--- src/rtl/mux_arb_pkg.sv ---
// Shared constants, FSM state type and one-hot helper for the 4-requester
// mux-select arbiter.
package mux_arb_pkg;

  localparam int NUM_REQ = 4;
  localparam int SEL_W   = 2;
  localparam int CNT_W   = 4;

  typedef enum logic {
    IDLE  = 1'b0,
    GRANT = 1'b1
  } state_t;

  function automatic logic [NUM_REQ-1:0] onehot(input logic [SEL_W-1:0] idx);
    logic [NUM_REQ-1:0] v;
    v      = '0;
    v[idx] = 1'b1;
    return v;
  endfunction

endpackage

--- src/rtl/rr_pick4.sv ---
// Combinational 4-way rotate-priority picker: first set bit of (req & ~excl)
// scanning from ptr upward, modulo 4.
module rr_pick4
  import mux_arb_pkg::*;
(
  input  logic [NUM_REQ-1:0] req,
  input  logic [SEL_W-1:0]   ptr,
  input  logic [NUM_REQ-1:0] excl,
  output logic [SEL_W-1:0]   idx,
  output logic               found
);

  logic [NUM_REQ-1:0] w_cand;

  assign w_cand = req & ~excl;

  // Scan farthest-first so the candidate closest to ptr is the last writer.
  always_comb begin
    idx   = '0;
    found = 1'b0;
    for (int k = NUM_REQ - 1; k >= 0; k--) begin
      if (w_cand[ptr + SEL_W'(k)]) begin
        idx   = ptr + SEL_W'(k);
        found = 1'b1;
      end
    end
  end

endmodule

--- src/rtl/mux4_rr_arbiter.sv ---
// Round-robin scheduler for the shared 4:1 single-bit mux: drives the select,
// a one-hot grant and a registered data bit with valid. Define
// MUX_ARB_FIXED_PRI_EN for fixed priority req[0] > req[1] > req[2] > req[3].
module mux4_rr_arbiter
  import mux_arb_pkg::*;
#(
  parameter int HOLD_MAX = 4
) (
  input  logic               clk,
  input  logic               rst,
  input  logic [NUM_REQ-1:0] req,
  input  logic [NUM_REQ-1:0] d,
  output logic               s1,
  output logic               s0,
  output logic [NUM_REQ-1:0] gnt,
  output logic               o,
  output logic               vld
);

  localparam logic [CNT_W-1:0] HOLD_LIM = CNT_W'(HOLD_MAX);

  state_t             r_state, w_state_nxt;
  logic [SEL_W-1:0]   r_ptr, w_ptr_nxt;
  logic [SEL_W-1:0]   r_sel, w_sel_nxt;
  logic [CNT_W-1:0]   r_hold, w_hold_nxt;
  logic [NUM_REQ-1:0] r_gnt, w_gnt_nxt;
  logic               r_o, w_o_nxt;
  logic               r_vld, w_vld_nxt;

  logic [NUM_REQ-1:0] w_g_mask, w_excl;
  logic [SEL_W-1:0]   w_rel_ptr, w_pick_ptr, w_pick_idx;
  logic               w_pick_found, w_req_g, w_competitor, w_expire, w_release;

  // In GRANT the select always equals the granted index, so r_sel doubles as g.
  assign w_g_mask     = onehot(r_sel);
  assign w_req_g      = |(req & w_g_mask);
  assign w_competitor = |(req & ~w_g_mask);
  assign w_expire     = (r_state == GRANT) && (r_hold == HOLD_LIM) && w_competitor;
  assign w_release    = !w_req_g || w_expire;

`ifdef MUX_ARB_FIXED_PRI_EN
  assign w_rel_ptr = '0;
`else
  assign w_rel_ptr = r_sel + 1'b1;
`endif

  // One picker serves both the IDLE pick and the back-to-back re-pick.
  assign w_pick_ptr = (r_state == GRANT) ? w_rel_ptr : r_ptr;
  assign w_excl     = w_expire ? w_g_mask : '0;

  rr_pick4 u_pick (
    .req   (req),
    .ptr   (w_pick_ptr),
    .excl  (w_excl),
    .idx   (w_pick_idx),
    .found (w_pick_found)
  );

  always_comb begin
    // NOTE: every next-state value is defaulted first so no branch leaves one unassigned and infers a latch.
    w_state_nxt = r_state;
    w_ptr_nxt   = r_ptr;
    w_sel_nxt   = r_sel;
    w_hold_nxt  = r_hold;
    w_gnt_nxt   = r_gnt;
    w_o_nxt     = r_o;
    w_vld_nxt   = r_vld;

    case (r_state)
      IDLE: begin
        w_vld_nxt = 1'b0;
        if (w_pick_found) begin
          w_state_nxt = GRANT;
          w_gnt_nxt   = onehot(w_pick_idx);
          w_sel_nxt   = w_pick_idx;
          w_hold_nxt  = CNT_W'(1);
        end
      end

      GRANT: begin
        w_o_nxt   = d[r_sel];
        w_vld_nxt = w_req_g;
        if (w_release) begin
          w_ptr_nxt = w_rel_ptr;
          if (w_pick_found) begin
            w_gnt_nxt  = onehot(w_pick_idx);
            w_sel_nxt  = w_pick_idx;
            w_hold_nxt = CNT_W'(1);
          end else begin
            w_state_nxt = IDLE;
            w_gnt_nxt   = '0;
          end
        end else if (r_hold != HOLD_LIM) begin
          w_hold_nxt = r_hold + 1'b1;
        end
      end

      default: w_state_nxt = IDLE;
    endcase
  end

  // NOTE: non-blocking assignments so every flop samples the pre-edge values.
  always_ff @(posedge clk or posedge rst) begin
    if (rst) begin
      r_state <= IDLE;
      r_ptr   <= '0;
      r_sel   <= '0;
      r_hold  <= '0;
      r_gnt   <= '0;
      r_o     <= 1'b0;
      r_vld   <= 1'b0;
    end else begin
      r_state <= w_state_nxt;
      r_ptr   <= w_ptr_nxt;
      r_sel   <= w_sel_nxt;
      r_hold  <= w_hold_nxt;
      r_gnt   <= w_gnt_nxt;
      r_o     <= w_o_nxt;
      r_vld   <= w_vld_nxt;
    end
  end

  assign s1  = r_sel[1];
  assign s0  = r_sel[0];
  assign gnt = r_gnt;
  assign o   = r_o;
  assign vld = r_vld;

endmodule
--- config.mk ---
export PLATFORM = sky130hd
export DESIGN_NAME = mux4_rr_arbiter
export DESIGN_NICKNAME = d
export VERILOG_FILES = /design/src/rtl/mux_arb_pkg.sv /design/src/rtl/rr_pick4.sv /design/src/rtl/mux4_rr_arbiter.sv
export SDC_FILE = /design/constraint.sdc
export NUM_CORES = 1
export LEC_CHECK = 0
export CAP_MARGIN = 10
export CELL_PAD_IN_SITES_DETAIL_PLACEMENT = 1
export CELL_PAD_IN_SITES_GLOBAL_PLACEMENT = 2
export CORE_MARGIN = 3
export CORE_UTILIZATION = 29
export CTS_BUF_LIST = sky130_fd_sc_hd__clkbuf_4 sky130_fd_sc_hd__clkbuf_8 sky130_fd_sc_hd__clkbuf_16
export DETAILED_ROUTE_END_ITERATION = 10
export PLACE_DENSITY_LB_ADDON = 0.1
export SYNTH_ARGS = -nofsm -noshare
export SYNTH_HDL_FRONTEND = slang
export SYNTH_SLANG_ARGS = --single-unit
export TNS_END_PERCENT = 30
--- constraint.sdc ---
create_clock -name clk -period 2.18 [get_ports clk]
set_input_delay 0.436 -clock clk [delete_from_list [all_inputs] [get_ports clk]]
set_output_delay 0.436 -clock clk [all_outputs]
set_load 0.05 [all_outputs]
==> impl_metrics.json <==
{
  "cp_max_fo": 4,
  "die_w_um": 67.4,
  "path_cells": "inv_6, ha_4, and2b_4, o41ai_4, nand2_2, or4_4, or3_1, o21ai_2",
  "slew_viol_final": 0,
  "total_power_mw": 2.51,
  "stdcell_count": 214,
  "period_share_pct": 108,
  "cts_root_buffer": "clkbuf_8",
  "area_growth_pct": 58.8,
  "antenna_cells": 0,
  "layout-drive-gt1-share_pct": 42.9,
  "cp.required_ns": 2.36,
  "period_minus_slack_ns": 2.35,
  "worst_pin_slew_ns": 0.625,
  "place_congestion": 0.837,
  "fmax_mhz": 425,
  "via_count": 1080,
  "violations": "setup timing",
  "peakVddDrop_mv": 0.681,
  "drt_wl_total_mm": 3.49,
  "fillers": 422,
  "die_area_um2": 4540,
  "skew_ns": 0.00404,
  "io_buffers": 17,
  "use_met1_pct": 19.2,
  "grt_max_degree": 16,
  "multi_input_area_um2": 762,
  "busiest_layer": "met2",
  "clk_pin_slew_ns": 0.06,
  "grt_use_met2_pct": 30.4,
  "drc_errors": 0,
  "leakage_nw": 0.759,
  "grtUsageTotal_pct": 16.7,
  "htreeDepth": 1,
  "synth-main-ff-cell": "dfrtp_1",
  "start_util_pct": 31.5,
  "synthDistinctLibCells": 42,
  "ys_async_sr_fraction_pct": 100,
  "reg2reg_depth": 8,
  "dieHeight_um": 67.4,
  "num_rows": 21,
  "finalSetupViolations": 7,
  "hpwl_mm": 2.74,
  "overflow": 0,
  "yosysWarnings": 0,
  "maxSlewHeadroom_pct": 58.3,
  "via_per_inst": 5.05,
  "max_stage_delay_ns": 0.52,
  "syn_area_per_cell_um2": 9.67,
  "tritoncts": "built",
  "final_common_cell": "buf_4",
  "regArea_um2": 383,
  "grt_pass1_vias": 1214,
  "drtIter0Drc": 15,
  "worst-path-stages": 8,
  "postLayoutSetupSlackWorst_ns": -0.171,
  "crit_buf_inv": 1,
  "ys_seq_elements": 15,
  "ys_seq_area_share_pct": 34.4,
  "maxCapViolations": 0,
  "cp-end-kind": "register",
  "grt_pass1_wl_mm": 5.67,
  "status": "finished, violations left",
  "netlist_area_um2": 1090,
  "synth_edf_count": 0,
  "clockBufferDepth": 2,
  "placed_cells": 207,
  "synth_fp_nets": 129,
  "nets": 185,
  "cp_slowest_cell": "dfrtp_4",
  "critPathArrivalTime_ns": 2.53,
  "insertion_delay_ns": 0.25,
  "cts_num_sinks": 15,
  "path_class": "register to register",
  "rsz0062_at_grt": "true",
  "hold_path_class": "register to register",
  "holdWs_ns": 0.525,
  "layout_common_cells": "38 x buf_4, 16 x clkdlybuf4s50_1, 15 x nand2_1",
  "wire_per_inst_um": 16.3,
  "use_met3_pct": 3.99,
  "cts_made_buffers": 3,
  "finalHoldViolCount": 0,
  "path_delay_family": "simple AND/OR/NAND/NOR gates",
  "powerDensity_nw_per_um2": 1450,
  "synthesis.instances": 113,
  "first_pass_iters": 4,
  "core_area_um2": 3470,
  "startpoint_type": "register",
  "postRouteAntennaNets": 0,
  "antenna_found_initial": 0,
  "hold_depth": 1,
  "io_pins": 18
}
layout make-up:
| cell class | count | share of cell area [%] |
|---|---|---|
| Inverter | 8 | 2.16 |
| Multi-Input combinational cell | 87 | 43.9 |
| Tap cell | 46 | 3.32 |
| Timing Repair Buffer | 54 | 25.7 |
| Clock buffer | 4 | 2.81 |
| Sequential cell | 15 | 22.1 |
synth_stat cells, drive strengths merged (2+ instances only):
cell type	n	area, um^2
nand3	2	10.0
inv	8	30.0
nor2b	4	32.5
nand2	17	66.3
nor3b	3	22.5
o211ai	4	30.0
a22oi	4	30.0
mux2	4	45.0
ha	6	75.1
dfrtp	15	375
buf	3	20.0
a21o	2	15.0
mux2i	3	30.0
a21boi	2	18.8
a21oi	6	30.0
o311ai	3	26.3
and2	3	20.0
o21ai	7	38.8
nor2	2	7.51
sequential cells by signal, summed over array words and instances, names as in the netlist:
signal   count
r_sel        2
gnt          4
r_state      1
vld          1
r_ptr        2
r_hold       4
o            1
worst paths after layout:
check	startpoint	to	slack, ns
max	r_sel[1]	r_hold[3]	-0.17
min	o	o	0.53
max reg2reg	r_sel[1]	r_hold[3]	-0.17
min reg2reg	o	o	0.53
max in group asynchronous	rst	r_sel[0]	1.15
min in group asynchronous	rst	r_hold[0]	0.56
through the flow:
step | instance area, um^2 | worst slack (ns) | util (%) | setup TNS (ns)
CTS | 1690 | -0.144 | 48.7 | -0.659
finish | 1730 | -0.171 | 50.0 | -0.574
global placement | 1600 | -0.331 | 46.2 | -2.77
floorplan | 1140 | -0.103 | - | -0.258
global route | 1730 | -0.254 | 50.0 | -1.45
detailed placement | 1600 | -0.384 | 46.2 | -3.16
cell families (layout without fill, tap and decap cells):
kind of cell,Yosys count,after routing,share of synthesized area (%)
adders and majority gates,6,6,6.87
AOI/OAI and AO/OA,35,35,25.8
DFF,15,15,34.4
and+or+nand+nor,38,38,19.5
buffers and inverters,11,66,4.58
muxes,8,8,8.93
timing repair:
action | in CTS | in global routing
endpoints found under the setup margin | 8 | 9
pin swaps | 1 | 3
resized for setup | 8 | 8
hold buffers | 0 | 0
setup buffers | 2 | 1
power breakdown:
| group | switching [mW] | internal, mW |
|---|---|---|
| Sequential | 0.103 | 0.399 |
| Combinational | 0.916 | 0.846 |
| Clock | 0.100 | 0.142 |
| Total | 1.12 | 1.39 |
routing by layer:
metal  vias up  part of all wire, %
li1        525                    -
met1       523                   43
met2        21                   52
met3        11                  3.0
met4         0                  2.0
met5         -                    0
(Power assumes the default switching activity.)
